File: config.mk
export PLATFORM = sky130hd
export DESIGN_NAME = sync_fifo_fwft
export DESIGN_NICKNAME = d
export VERILOG_FILES = /design/src/rtl/sync_fifo_fwft.sv
export SDC_FILE = /design/constraint.sdc
export NUM_CORES = 1
export LEC_CHECK = 0
export BUFFER_PORTS_ARGS = -buffer_cell sky130_fd_sc_hd__buf_2
export CAP_MARGIN = 10
export CELL_PAD_IN_SITES_DETAIL_PLACEMENT = 0
export CELL_PAD_IN_SITES_GLOBAL_PLACEMENT = 1
export CORE_UTILIZATION = 47
export CTS_BUF_LIST = sky130_fd_sc_hd__clkbuf_16
export DETAILED_ROUTE_END_ITERATION = 8
export PLACE_DENSITY_LB_ADDON = 0.2
export SLEW_MARGIN = 20
export SYNTH_ARGS = -nofsm -noshare
export SYNTH_HDL_FRONTEND = slang
export SYNTH_SLANG_ARGS = --single-unit
File: constraint.sdc
create_clock -name clk -period 2.8 [get_ports clk]
set_clock_uncertainty 0.05 [all_clocks]
set_input_delay 0.42 -clock clk [delete_from_list [all_inputs] [get_ports clk]]
set_output_delay 0.42 -clock clk [all_outputs]
set_load 0.03 [all_outputs]
File: src/rtl/sync_fifo_fwft.sv
// Single-clock first-word-fall-through FIFO with occupancy count, programmable
// almost-full/almost-empty thresholds, sticky error flags and synchronous flush.
module sync_fifo_fwft #(
    parameter int WIDTH      = 8,
    parameter int ENTRIES    = 16,
    parameter int AFULL_LVL  = ENTRIES - 2,
    parameter int AEMPTY_LVL = 2
) (
    input  logic                       clk,
    input  logic                       rst,
    input  logic                       flush,
    input  logic [WIDTH-1:0]           din,
    input  logic                       wput,
    output logic                       full,
    output logic                       almost_full,
    output logic [WIDTH-1:0]           dout,
    input  logic                       rget,
    output logic                       empty,
    output logic                       almost_empty,
    output logic [$clog2(ENTRIES):0]   count,
    output logic                       overflow,
    output logic                       underflow
);
    localparam int ADDR_SIZE = $clog2(ENTRIES);
    localparam int CW        = ADDR_SIZE + 1;
    localparam logic [ADDR_SIZE-1:0] PTR_ONE = ADDR_SIZE'(1);

    if (ENTRIES < 2 || (ENTRIES & (ENTRIES - 1)) != 0) begin : g_bad_entries
        $error("sync_fifo_fwft: ENTRIES must be a power of 2 and >= 2");
    end
    if (AFULL_LVL < 1 || AFULL_LVL > ENTRIES) begin : g_bad_afull
        $error("sync_fifo_fwft: AFULL_LVL out of range 1..ENTRIES");
    end
    if (AEMPTY_LVL < 0 || AEMPTY_LVL > ENTRIES - 1) begin : g_bad_aempty
        $error("sync_fifo_fwft: AEMPTY_LVL out of range 0..ENTRIES-1");
    end

    logic [WIDTH-1:0]     mem [ENTRIES];
    logic [ADDR_SIZE-1:0] wr_ptr, rd_ptr;
    logic                 wr_acc, rget_acc;

    // A pop in the same cycle frees a slot, so a full FIFO can still accept a write.
    assign rget_acc = rget & ~empty & ~flush;
    assign wr_acc   = wput & ~flush & (~full | rget_acc);

    assign full         = (count == CW'(ENTRIES));
    assign empty        = (count == '0);
    assign almost_full  = (count >= CW'(AFULL_LVL));
    assign almost_empty = (count <= CW'(AEMPTY_LVL));
    assign dout         = mem[rd_ptr];

    always_ff @(posedge clk) begin
        if (wr_acc) mem[wr_ptr] <= din;
    end

    always_ff @(posedge clk or posedge rst) begin
        if (rst) begin
            wr_ptr    <= '0;
            rd_ptr    <= '0;
            count     <= '0;
            overflow  <= 1'b0;
            underflow <= 1'b0;
        end else if (flush) begin
            wr_ptr    <= '0;
            rd_ptr    <= '0;
            count     <= '0;
            overflow  <= 1'b0;
            underflow <= 1'b0;
        end else begin
            if (wr_acc)   wr_ptr <= wr_ptr + PTR_ONE;
            if (rget_acc) rd_ptr <= rd_ptr + PTR_ONE;
            count <= count + CW'(wr_acc) - CW'(rget_acc);
            if (wput & full & ~rget_acc) overflow  <= 1'b1;
            if (rget & empty)            underflow <= 1'b1;
        end
    end
endmodule
==> results of run 1 <==
[cell type report]
cell class	instances	share of cell area, %
Inverter	11	0.619
Clock inverter	15	1.26
Multi-Input combinational cell	178	24.3
Timing Repair Buffer	55	5.22
Tap cell	168	2.97
Clock buffer	17	6.01
Sequential cell	143	59.7
[synth_stat cells, types with 8 or more instances]
cell type	n
a22o_1	8
nor3_1	12
mux2i_1	17
mux2_2	17
inv_1	11
nor2_1	16
edfxtp_1	128
mux4_2	16
dfrtp_1	15
a221o_1	8
ha_1	15
o22ai_1	8
[worst max-delay path: stages, from the launching register on]
cell	delay, ns
dfrtp_2	0.42
inv_4	0.08
ha_4	0.12
or4b_4	0.47
nand2_4	0.09
or3_4	0.14
o21ai_2	0.05
ha_2	0.20
fa_2	0.37
nand2b_1	0.10
a21oi_2	0.06
or3_1	0.36
a21oi_2	0.13
[flip-flops by register name, indices dropped and copies added, names as in the netlist]
register,cells
rd_ptr,4
wr_ptr,4
underflow,1
overflow,1
count,5
mem,128
[kinds of logic after synthesis]
| logic type | Yosys count |
|---|---|
| AO/OA/AOI/OAI | 37 |
| XOR/XNOR | 7 |
| adder cells (fa/ha/maj) | 16 |
| buffers and inverters | 29 |
| flip-flops | 143 |
| multiplexers | 50 |
| AND/OR/NAND/NOR | 68 |
[per-layer routing]
metal | vias to the layer above | track usage [%] | part of all wire, %
met5 | - | 0 | 0
met4 | 0 | 9.52 | 2.3
met3 | 19 | 4.90 | 5.6
met2 | 101 | 30.6 | 47
met1 | 1646 | 29.4 | 45
li1 | 1491 | - | -
[power by group through the flow]
stage,sequential [mW],combinational (mW),clock [mW]
2_1_floorplan,2.55,1.10,0
4_1_cts,2.46,1.59,1.99
6_report,2.47,1.66,1.97
5_1_grt,2.48,1.80,2.08
3_3_place_gp,2.50,1.57,0
3_5_place_dp,2.50,1.58,0
[path summary, 6_finish.rpt]
| check | startpoint | slack (ns) | depth (start not counted) | end |
|---|---|---|---|---|
| min | rst | 0.04 | 2 | count[3] |
| min in group clk | flush | 0.24 | 2 | count[4] |
| min reg2reg | underflow | 0.44 | 2 | underflow |
| max in group asynchronous | rst | 2.20 | 2 | rd_ptr[0] |
| max | count[3] | 0.1 | 12 | count[4] |
| max reg2reg | count[3] | 0.1 | 12 | count[4] |
[stage by stage]
stage	TNS, ns	std cells	hold WS [ns]	setup slack, ns	utilization (%)
2_1_floorplan	0	350	0.271	0.0438	-
3_3_place_gp	0	552	0.428	0.0902	53.0
3_5_place_dp	0	552	0.435	0.0164	53.0
6_report	0	587	0.0365	0.0977	58.0
5_1_grt	-0.0173	587	0.0808	-0.0173	58.0
4_1_cts	0	584	0.0400	0.00303	57.2
[cell usage in the layout, fill, tap and decap left out, types with 6 or more instances in the layout]
cell,synthesis,final
ha_1,15,13
mux4_2,16,16
buf_4,1,21
mux2_2,17,17
a221o_1,8,8
and3_1,6,6
dfrtp_1,15,12
a22o_1,8,8
inv_1,11,13
mux2i_1,17,17
clkbuf_16,0,18
buf_2,6,31
nor2_1,16,16
edfxtp_1,128,128
nor3_1,12,12
[repair_timing]
action | CTS | global route
hold endpoints to repair | 0 | 0
endpoints found under the setup margin | 0 | 4
buffers inserted | 0 | 2
resized for setup | 0 | 13
==> results.cfg, run 1 <==
[outcome]
outcome = finished clean

[synth]
syn_area_um2 = 5990
synth_cell_types = 40
synthSimpleGateAreaFrac_pct = 6.19
synth_area_per_cell_um2 = 17.1
ys.flop_type = edfxtp_1
synth_top_family_by_area = multiplexers
synthTopCellsByArea = edfxtp_1 64%, dfrtp_1 6.3%, mux4_2 6.0%
syn_nets = 379
synth_mux_area_share_pct = 12.1
synth_edf_count = 128
synth_top_area_share_pct = 64.2
ys_ff_latch = 143
synth_area_leader_cell = edfxtp_1
ys_seq_area_share_pct = 70.5
yosys.area_share.adder_pct = 3.47
synth_compound_area_share_pct = 4.52
yosys_warnings = 0
syn_inst = 350
async_flop_share_pct = 10.5
synth_xor_xnor_area_share_pct = 1.02

[power_and_ir_drop]
total_power_mw = 6.09
power_frac_seq_pct = 40.5
clkPwrFrac_pct = 32.3
power_frac_comb_pct = 27.2
p_leak_nw = 2.53
p_per_area_nw_per_um2 = 860
p_int_mw = 4.31
irDropWorstVdd_mv = 0.410
switching_share_pct = 29.2
p_sw_mw = 1.78

[clock_tree]
clkLatencyLatePin_ns = 0.41
cts_tree = yes
cts_root_buffer = clkbuf_16
h-tree-depth = 4
numCtsBuffers = 17
cts_buffer_depth = 2
cts_hold_buffers = 0
cts.reportedPaths.clkPinSlew_ns = 0.05
clock_sinks = 143

[timing]
period_needed_ns = 2.70
fin_crit_sh_pct = 96.5
final_hold_viol_count = 0
setup_viol = 0
maxSlewViolCount = 0
worst_pin_slew_ns = 0.692
clock.fmax_mhz = 370
relSlewSlack_pct = 53.8
grt_setup_unrepaired = true

[final_layout]
syn2layout_area_growth_pct = 18.2
diodes = 0
nets = 435
layout-drive-gt1-share_pct = 31.7
register_area_um2 = 4220
final_cell_area_um2 = 7080
nFillCells = 1003
multiInputGateArea_um2 = 1720

[worst_setup_path]
critPathLaunchType = register
endpoint_kind = register
worst-setup-path-type = register to register
cp_max_fo = 4
crit_required_ns = 3.09
crit_arrival_ns = 3.00

[die]
die_area_um2 = 13200
initial_utilization_pct = 49.0
ioPinCount = 32
die_w_um = 115
core_um2 = 12200
rows = 40
die_h_um = 115

[job]
max_cap_viol_count = 0

[place]
hpwl_um = 7900
placed_cell_area_um2 = 6470
place.gp.congestion = 0.762
port_buffers = 31

[route]
wl_per_cell_um = 20.8
vias_per_cell = 5.55
totalWireLength_um = 12200
drc = 0
vias = 3257
firstDrtPassIters = 4
first_iter_violations = 283
final_antenna_net_count = 0

[global_routing]
antenna_found_initial = 0
grt_max_degree = 39
grt_first_pass_wirelength_um = 18900
grt_pass1_vias = 3254
grt.total_usage_pct = 20.8
overflow = 0

[min_path]
min_path_type = primary input to async pin
(Power assumes the default switching activity.)
==> inputs of run 2 (changes only) <==
Settings changed: CORE_UTILIZATION 47 to 50.
Clock period 2.8 ns to 3.2 ns, I/O delays scaled along.
==> results.cfg, run 2 (same netlist as run 1, synthesis figures left out) <==
[outcome]
outcome = complete, but fails checks
violations = DRC

[die]
die_h_um = 111
die_w_um = 111
rows = 39
initial_utilization_pct = 51.8
ioPinCount = 32
core_um2 = 11600
die_area_um2 = 12400

[timing]
final_hold_viol_count = 0
grt_setup_unrepaired = false
maxSlewViolCount = 0
relSlewSlack_pct = 57.8
fin_crit_sh_pct = 93.9
worst_pin_slew_ns = 0.630
period_needed_ns = 3.00
clock.fmax_mhz = 333
hold_slack_ns = 0.0752
setup_viol = 0
timing.setup.tns_ns = 0
setup_ws_ns = 0.195

[global_routing]
met3_usage_pct = 5.01
grt.total_usage_pct = 21.5
antenna_found_initial = 0
grt_max_degree = 21
groute.layer.met1.usage_pct = 30.3
grt_most_used_layer = met2
use_met2_pct = 32.5
overflow = 0
grt_pass1_vias = 3289
grt_first_pass_wirelength_um = 19000

[power_and_ir_drop]
p_per_area_nw_per_um2 = 755
power_frac_comb_pct = 24.9
power_frac_seq_pct = 42.3
irDropWorstVdd_mv = 0.443
p_leak_nw = 2.47
clkPwrFrac_pct = 32.8
switching_share_pct = 29.1
p_sw_mw = 1.52
p_int_mw = 3.70

[worst_setup_path]
path_cells = inv_1, ha_1, or4b_4, nand2_1, or3_4, o21ai_0, ha_1, fa_1, nand2b_1, a21oi_1, or3_1, a21oi_1
r2r_slack_ns = 0.20
cp_max_fo = 5
crit_required_ns = 3.49
r2r-end = count[4]
crit_arrival_ns = 3.30
endpoint_kind = register
worst-setup-path-type = register to register
ff2ff_path_depth = 12
r2r-start = count[2]
crit_path_max_incr_delay_ns = 0.50
slowest_stage = or4b_4
critPathLaunchType = register

[final_layout]
syn2layout_area_growth_pct = 15.5
diodes = 0
register_area_um2 = 4220
top_regs = mem x128, count x5
layout-drive-gt1-share_pct = 26.9
largest_register_ffs = 128
layout_common_cells = 128 x edfxtp_1, 31 x buf_2, 17 x mux2i_1, 17 x mux2_2, 17 x clkbuf_16
largest_register = mem
multiInputGateArea_um2 = 1670
nets = 426
final_common_cell = edfxtp_1
nFillCells = 878
final_cell_area_um2 = 6910
stdcell_count = 552

[place]
place_inst = 521
dp_slack_ns = 0.116
hpwl_um = 7860
placed_cell_area_um2 = 6390
port_buffers = 31
place.gp.congestion = 0.779

[job]
max_cap_viol_count = 0

[route]
vias_per_cell = 5.72
first_iter_violations = 204
vias = 3157
wl_per_cell_um = 21.9
drc = 4
totalWireLength_um = 12100
firstDrtPassIters = 6
final_antenna_net_count = 0

[clock_tree]
cts_hold_buffers = 0
cts_buffer_depth = 2
clkLatencyLatePin_ns = 0.42
cts_root_buffer = clkbuf_16
cts_tree = yes
clock_sinks = 143
numCtsBuffers = 17
h-tree-depth = 4
cts.reportedPaths.clkPinSlew_ns = 0.06

[min_path]
min_path_type = primary input to async pin
## run 2: cell count changes in the layout (fill, tap and decap cells not counted), moves of 2 or more
cell     before  now
dfrtp_1      12   14
o22ai_2       3    0
buf_4        21   13
ha_1         13   15
dfrtp_2       3    0
a21oi_1       5    7
a21oi_2       2    0
o22ai_1       5    8
## run 2: worst max path at each step
stage / from / end / cells past startpoint
6_report: count[2] / count[4] / 12
5_1_grt: count[2] / count[4] / 12
4_1_cts: rd_ptr[0] / dout[5] / 4
3_5_place_dp: count[2] / count[4] / 12
3_3_place_gp: count[2] / count[4] / 12
2_1_floorplan: count[2] / count[4] / 12
## run 2: per-layer routing
| layer | vias to the layer above | part of all wire (%) |
|---|---|---|
| met5 | - | 0 |
| met4 | 0 | 1.8 |
| met3 | 20 | 4.7 |
| met2 | 79 | 47 |
| met1 | 1587 | 46 |
| li1 | 1471 | - |
## run 2: timing repair
action                                  4_1_cts  5_1_grt
resized for setup                             0        3
endpoints found under the setup margin        0        2
setup buffers                                 0        0
## run 2: power by group through the flow
stage / logic (mW) / registers [mW] / clock network, mW
6_report: 1.30 / 2.21 / 1.71
3_3_place_gp: 1.29 / 2.23 / 0
5_1_grt: 1.40 / 2.22 / 1.81
4_1_cts: 1.31 / 2.20 / 1.74
3_5_place_dp: 1.30 / 2.24 / 0
2_1_floorplan: 0.947 / 2.23 / 0
## run 2: per-stage QoR
step	utilization, %	power, mW
detailed placement	55.3	3.54
floorplan	-	3.17
global route	59.8	5.42
CTS	59.7	5.25
global placement	55.3	3.53
finish	59.8	5.22
## run 2: critical path, delay by kind of cell (launching register included)
| family | cells | cell delay, ns |
|---|---|---|
| simple gates | 5 | 1.23 |
| fa+ha+maj | 3 | 0.80 |
| flops | 1 | 0.42 |
| compound gates | 3 | 0.29 |
| buf+inv | 1 | 0.12 |
## run 2: layout make-up
| type | count | share of cell area [%] |
|---|---|---|
| Sequential cell | 143 | 61.1 |
| Timing Repair Buffer | 46 | 4.24 |
| Tap cell | 143 | 2.59 |
| Multi-Input combinational cell | 178 | 24.1 |
| Clock buffer | 17 | 6.15 |
| Clock inverter | 14 | 1.23 |
| Inverter | 11 | 0.597 |
